<file path="src/rtl/rfdp_rd_stream.sv">
// rfdp_rd_stream: burst read controller for an rfdp simple-dual-port SRAM macro.
// It accepts a (start address, word count) command and issues one read per
// cycle on the active-low macro port. A 2-entry skid FIFO absorbs the macro's
// 1-cycle read latency, and the words leave as a valid/ready stream with a
// last flag.
//
// Handshake rule for both the cmd_* and out_* channels: a transfer happens
// on a rising clk edge where valid and ready are both high. Once valid is
// high, the producer holds it and the payload stable until that transfer.
// ready may change freely and never depends on a future valid.
module rfdp_rd_stream #(
  parameter int WWORD = 256,
  parameter int DEPTH = 128,
  parameter int WADDR = $clog2(DEPTH),
  parameter int WLEN  = WADDR + 1
) (
  input  logic             clk,
  input  logic             rst,
  input  logic             cmd_valid,
  output logic             cmd_ready,
  input  logic [WADDR-1:0] cmd_addr,
  input  logic [WLEN-1:0]  cmd_len,
  output logic             mem_cen,
  output logic [WADDR-1:0] mem_addr,
  input  logic [WWORD-1:0] mem_q,
  output logic             out_valid,
  input  logic             out_ready,
  output logic [WWORD-1:0] out_data,
  output logic             out_last,
  output logic             busy,
  output logic             done,
  output logic [1:0]       dbg_state
);

  typedef enum logic [1:0] {
    S_IDLE  = 2'd0,
    S_RUN   = 2'd1,
    S_DRAIN = 2'd2
  } state_t;

  localparam logic [WADDR-1:0] ADDR_ONE = WADDR'(1);
  localparam logic [WADDR-1:0] ADDR_MAX = WADDR'(DEPTH - 1);
  localparam logic [WLEN-1:0]  LEN_ONE  = WLEN'(1);

  state_t           state;
  state_t           state_nxt;
  logic [WADDR-1:0] rd_addr;
  logic [WLEN-1:0]  rd_left;
  logic [WLEN-1:0]  beat_left;
  logic             inflight;
  logic [WWORD-1:0] fifo_mem [2];
  logic             wr_ptr;
  logic             rd_ptr;
  logic [1:0]       fifo_cnt;
  logic             accept;
  logic             issue;
  logic             pop;
  logic             push;
  logic [2:0]       occ;

  assign accept    = cmd_valid & cmd_ready;
  assign pop       = out_valid & out_ready;
  // Data returning from the macro is only meaningful after a read of ours.
  // A reset clears inflight, so stale macro output is never pushed.
  assign push      = inflight;
  // Words already committed: held in the FIFO plus one still inside the macro.
  assign occ       = {1'b0, fifo_cnt} + {2'b00, inflight};
  // A new read is allowed only if its data is guaranteed a free slot, which
  // counts the word leaving this cycle. This keeps the FIFO from overflowing.
  assign issue     = (state == S_RUN) && (rd_left != '0) &&
                     (occ < ({2'b00, pop} + 3'd2));
  assign mem_cen   = ~issue;
  assign mem_addr  = rd_addr;
  assign out_valid = (fifo_cnt != 2'd0);
  assign out_data  = fifo_mem[rd_ptr];
  assign out_last  = out_valid & (beat_left == LEN_ONE);
  assign dbg_state = state;

  // State register.
  always_ff @(posedge clk or posedge rst) begin
    if (rst) state <= S_IDLE;
    else     state <= state_nxt;
  end

  // Next state and the status outputs derived from the state.
  always_comb begin
    state_nxt = state;
    cmd_ready = 1'b0;
    busy      = 1'b0;
    done      = 1'b0;
    unique case (state)
      S_IDLE: begin
        cmd_ready = 1'b1;
        if (cmd_valid) state_nxt = (cmd_len != '0) ? S_RUN : S_DRAIN;
      end
      S_RUN: begin
        busy = 1'b1;
        if (issue && (rd_left == LEN_ONE)) state_nxt = S_DRAIN;
      end
      S_DRAIN: begin
        busy = 1'b1;
        if ((beat_left == '0) && !inflight) begin
          done      = 1'b1;
          state_nxt = S_IDLE;
        end
      end
      default: state_nxt = S_IDLE;
    endcase
  end

  // Read address and remaining-read/remaining-beat counters, loaded on command
  // acceptance, plus the flag marking a read issued in the previous cycle.
  always_ff @(posedge clk or posedge rst) begin
    if (rst) begin
      rd_addr   <= '0;
      rd_left   <= '0;
      beat_left <= '0;
      inflight  <= 1'b0;
    end else begin
      inflight <= issue;
      if (accept) begin
        rd_addr   <= cmd_addr;
        rd_left   <= cmd_len;
        beat_left <= cmd_len;
      end else begin
        if (issue) begin
          rd_addr <= (rd_addr == ADDR_MAX) ? '0 : rd_addr + ADDR_ONE;
          rd_left <= rd_left - LEN_ONE;
        end
        if (pop) beat_left <= beat_left - LEN_ONE;
      end
    end
  end

  // Two-entry skid FIFO: the macro output is written one cycle after each read,
  // and the head entry drives the output stream.
  always_ff @(posedge clk or posedge rst) begin
    if (rst) begin
      fifo_mem[0] <= '0;
      fifo_mem[1] <= '0;
      wr_ptr      <= 1'b0;
      rd_ptr      <= 1'b0;
      fifo_cnt    <= 2'd0;
    end else begin
      if (push) begin
        fifo_mem[wr_ptr] <= mem_q;
        wr_ptr           <= ~wr_ptr;
      end
      if (pop) rd_ptr <= ~rd_ptr;
      fifo_cnt <= fifo_cnt + {1'b0, push} - {1'b0, pop};
    end
  end

endmodule

</file>
<file path="config.mk">
export PLATFORM = sky130hd
export DESIGN_NAME = rfdp_rd_stream
export DESIGN_NICKNAME = d
export VERILOG_FILES = /design/src/rtl/rfdp_rd_stream.sv
export SDC_FILE = /design/constraint.sdc
export NUM_CORES = 1
export LEC_CHECK = 0
export ABC_CLOCK_PERIOD_IN_PS = 21300
export BUFFER_PORTS_ARGS = -buffer_cell sky130_fd_sc_hd__buf_4
export CAP_MARGIN = 20
export CELL_PAD_IN_SITES_DETAIL_PLACEMENT = 1
export CELL_PAD_IN_SITES_GLOBAL_PLACEMENT = 1
export CORE_ASPECT_RATIO = 1.75
export CORE_MARGIN = 5
export CORE_UTILIZATION = 44
export CTS_CLUSTER_SIZE = 16
export DETAILED_ROUTE_END_ITERATION = 8
export GPL_TIMING_DRIVEN = 1
export PLACE_DENSITY = 0.79
export SYNTH_ARGS = -nofsm -noshare
export SYNTH_HDL_FRONTEND = slang
export SYNTH_SLANG_ARGS = --single-unit
</file>
<file path="constraint.sdc">
create_clock -name clk -period 21.3 [get_ports clk]
set_input_delay 1.065 -clock clk [delete_from_list [all_inputs] [get_ports clk]]
set_output_delay 1.065 -clock clk [all_outputs]
set_load 0.02 [all_outputs]
</file>
; Word-level counts from Yosys, hierarchy flattened
; Cells that the tools add are included.
[totals]
inputBits = 275
elab_cells = 74
n_memories = 0
ram_bits = 0
output_inout_bits = 271
latch_bits = 0
regBits = 542
romBits = 0
[op_classes]
mux = 22
bitwise_logic = 8
reduce_logical = 15
n_mul = 0
shift = 0
eq_ne = 8
n_addsub = 7
magnitude_cmp = 4
div_mod_pow = 0
[op_table]
columns = cell, n
row1 = two-way mux 256 bit, 4
row2 = bitwise mux 512 bit, 1
row3 = demux 256 bit (select 1 bit), 1
row4 = two-way mux 8 bit, 4
row5 = two-way mux 7 bit, 3
row6 = == test 8 x 1 -> 1 bit (second input constant), 2
row7 = nonzero test 8 bit, 2
row8 = subtractor 8 x 1 -> 8 bit (second input constant), 2
row9 = zero test 8 bit, 1
row10 = two-way mux 2 bit, 4
row11 = adder 7 x 1 -> 7 bit (second input constant), 1
row12 = == test 7 bit (second input constant), 1
row13 = one-hot mux 2 bit (3 select lines), 1
row14 = nonzero test 2 bit, 3
row15 = logical AND 1 bit, 5
row16 = >= comparator 2 bit (second input constant), 2
row17 = two-way mux 1 bit, 4
row18 = inequality test 2 bit (second input constant), 2
row19 = inverter 1 -> 2 bit, 2
row20 = adder 1 x 2 -> 3 bit (second input constant), 1
row21 = adder 2 x 1 -> 3 bit, 1
row22 = bitwise AND 1 bit, 3
row23 = < comparator 3 bit, 1
row24 = inverter 1 bit, 3
row25 = other kinds (10), 10

; Depth between registers and ports, before layout
[depth]
depth_word = 8
depth_mapped = 9

; Least setup slack after synthesis
; OpenSTA, ideal clock, no wires.
[synth_path]
path_kind = input -> output
start = input port out_ready
end = output port mem_cen
arrival_time_ps = 1772
slack_ps = 18463
path_stages = 5
t_required_ps = 20235
cell_sequence = o21ai_4 -> o21ai_2 -> nand3_2 -> buf_4 -> buf_4
[synth_via]
elab_chain_len = 5
[synth_lines]
columns = element, line
row1 = from (decl), 27  ; input logic out_ready,
row2 = bitwise AND 1 bit, 62  ; assign pop = out_valid & out_ready;
row3 = adder 1 x 2 -> 3 bit, 71  ; (occ < ({2'b00, pop} + 3'd2));
row4 = < comparator 3 bit, 71
row5 = logical AND 1 bit, 70  ; assign issue = (state == S_RUN) && (rd_left != '0) &&
row6 = inverter 1 bit, 72  ; assign mem_cen = ~issue;
row7 = to (decl), 23  ; output logic mem_cen,
; Every way passes these cells.

; Final worst setup path
[layout_path]
start = register rd_ptr
end = output port out_data[134]
[layout_via]
elab_chain_len = 4
[layout_lines]
columns = element, line
row1 = from (decl), 53  ; logic rd_ptr;
row2 = from (signal assigned), 149  ; if (pop) rd_ptr <= ~rd_ptr;
row3 = inverter 1 -> 2 bit (not written as such), 75  ; assign out_data = fifo_mem[rd_ptr];
row4 = two-way mux 256 bit (not written as such) (3 in series), 75
row5 = to (decl), 28  ; output logic [WWORD-1:0] out_data,
; Every way passes these cells. The select of a mux whose other input is x is not followed.

==> reports/results.ini <==
[floorplan]
die_width_um = 185
io_pins = 546
die-area_um2 = 58700
num_rows = 112
die_height_um = 317
coreArea_um2 = 53300
start_util_pct = 44.4

[final_layout]
final_nets = 2370
fillers = 5230
final_layout_size_suffix_gt1_share_pct = 66.7
finish.utilization_pct = 56.5
area_growth_pct = 27.2
final_common_cell = mux2_2
final_area_um2 = 30100
layout_common_cells = mux2_2, buf_4, dfrtp_1

[global_route]
antenna_found_initial = 18
grt_pass1_vias = 17700
grt.overflow.total = 0
grt_max_degree = 174
grt_pass1_wl_um = 104000
grtUsageTotal_pct = 22.8

[placement]
gp_congestion = 0.872
place_area_um2 = 28400
port_buffers = 545
hpwl_um = 49100

[routing]
ant_nets = 0
first_pass_iters = 4
wire_per_inst_um = 24.3
vias_per_cell = 5.32
drc = 0
wl_um = 68700
drt-initial-drc-count = 540
num_vias = 15000

[worst_setup_path]
worstPathMaxFanout = 66
timing.rr.start = inflight
worstPathArrival_ps = 3930
r2r-end = fifo_mem[383]
setup.worst_path.start_class = flip-flop
r2r_cells = 4
critical_path_class = flip-flop to output port
required_ps = 20240
rrSetupSlack_ps = 18220
end_kind = output port
setup.worst_path.start = rd_ptr
crit_path_end = out_data[134]

[yosys]
yosys_register_bits = 542
syn-num-nets = 1849
syn_avg_cell_area_um2 = 15.2
yosys_warnings = 0
synth_area_um2 = 23700
synth_edf_count = 0
syn_inst = 1560
synth_ff_type = dfrtp_1
ys_types = 43
async_flop_share_pct = 100
seq_area_frac_synth_pct = 57.3

[timing]
relSlewSlack_pct = 32.3
fin_crit_sh_pct = 23.4
tightest_slew_ps = 1010
finalSetupTns_ps = 0
fmax_mhz = 200
period_minus_slack_ps = 4990
slew_violations = 0
rsz0062_at_grt = no
finClkSkew_ps = 16.7
fin_hold_ws_ps = 500
report.final.setup_viol = 0
hold_viol_final = 0

[cts]
path_clk_slew_ps = 60
clk_latency_ps = 580
cts_tree = done
ctsResizeCount = 0
ctsHoldBuffers = 0
cts_inserted_buffers = 51
cts_setup_buffers = 0
cts_num_sinks = 542
root_buffer = clkbuf_16
max-clock-path-buffers = 3
cts_max_level = 2

[pwr]
pwr-share-seq_pct = 34.8
p_comb_share_pct = 48.7
powerDensity_nw_per_um2 = 182
clock_power_share_pct = 16.6
vdd_ir_drop_max_v = 0.000163
p_int_mw = 3.45
p_sw_share_pct = 37.1
leakagePower_nw = 13.4
switchingPower_mw = 2.03
p_total_mw = 5.48

[worst_hold_path]
hp-start = fifo_mem[27]
hold_depth = 1
hp-class = flip-flop to flip-flop

[run_status]
status = completed

[flow_run]
maxCapViolCount = 0

stage by stage:
| step | setup slack (ps) | instances |
|---|---|---|
| final | 16310 | 2825 |
| after global routing | 16160 | 2822 |
| after CTS | 16260 | 2803 |
| after detailed placement | 16930 | 2711 |
| after global placement | 17020 | 2710 |
| after floorplan | 5080 | 1560 |
worst min path at each step:
stage                               end
after global placement     fifo_mem[74]
final                      fifo_mem[27]
after floorplan                  wr_ptr
after detailed placement  fifo_mem[210]
after global routing      fifo_mem[367]
after CTS                  fifo_mem[18]
cell type report:
type	instances	area (um^2)	share of cell area (%)
antenna	21	52.6	0.175
clock inverter	12	140	0.466
inverter	14	60.1	0.200
sequential	542	13600	45.1
tap	684	856	2.85
timing repair buffer	560	4260	14.2
clock buffer	80	1510	5.01
multi-input combinational	912	9630	32.0
critical path: stages, from the launching register on:
cell	delay (ps)
dfrtp_4	1040
buf_4	790
buf_4	750
mux2_2	430
buf_4	160
cell families after synthesis:
kind of cell | after synthesis | share of synthesized area, %
adder cells (fa/ha/maj) | 14 | 0.741
buffers and inverters | 106 | 1.99
multiplexers | 769 | 36.6
AO/OA/AOI/OAI | 39 | 1.07
XOR/XNOR | 15 | 0.555
AND/OR/NAND/NOR | 75 | 1.70
flip-flops | 542 | 57.3
registers in the layout, indices dropped and copies added, names as in the netlist:
signal	cells
mem_addr	7
rd_ptr	1
inflight	1
fifo_cnt	2
rd_left	8
beat_left	8
fifo_mem	512
wr_ptr	1
dbg_state	2
cell usage after synthesis (5+ instances only):
cell type	count	area, um^2
clkbuf_1	37	139
nand3_1	5	25.0
nor2_1	21	78.8
dfrtp_1	542	13600
xnor2_1	8	70.1
buf_2	52	260
a31oi_1	10	62.6
nand2_1	16	60.1
ha_1	14	175
a21oi_1	11	55.1
or3_1	7	43.8
o21ai_0	6	30.0
xor2_1	7	61.3
inv_1	14	52.6
mux2_2	768	8650
power groups by stage:
stage	clock, mW	combinational [mW]	sequential (mW)
final	0.907	2.67	1.90
after floorplan	0	1.76	1.77
after CTS	0.932	2.70	1.91
after global routing	0.972	2.83	1.96
after detailed placement	0	2.67	1.92
after global placement	0	2.60	1.88
per-layer routing:
layer / wire (um) / global-route usage [%] / share of wire (%) / up-vias
li1: - / - / - / 6642
met1: 22200 / 22.9 / 32 / 7772
met2: 38100 / 42.5 / 55 / 470
met3: 4700 / 5.71 / 6.8 / 145
met4: 3670 / 12.5 / 5.3 / 0
met5: 0 / 0 / 0 / -
(Power assumes the default switching activity.)
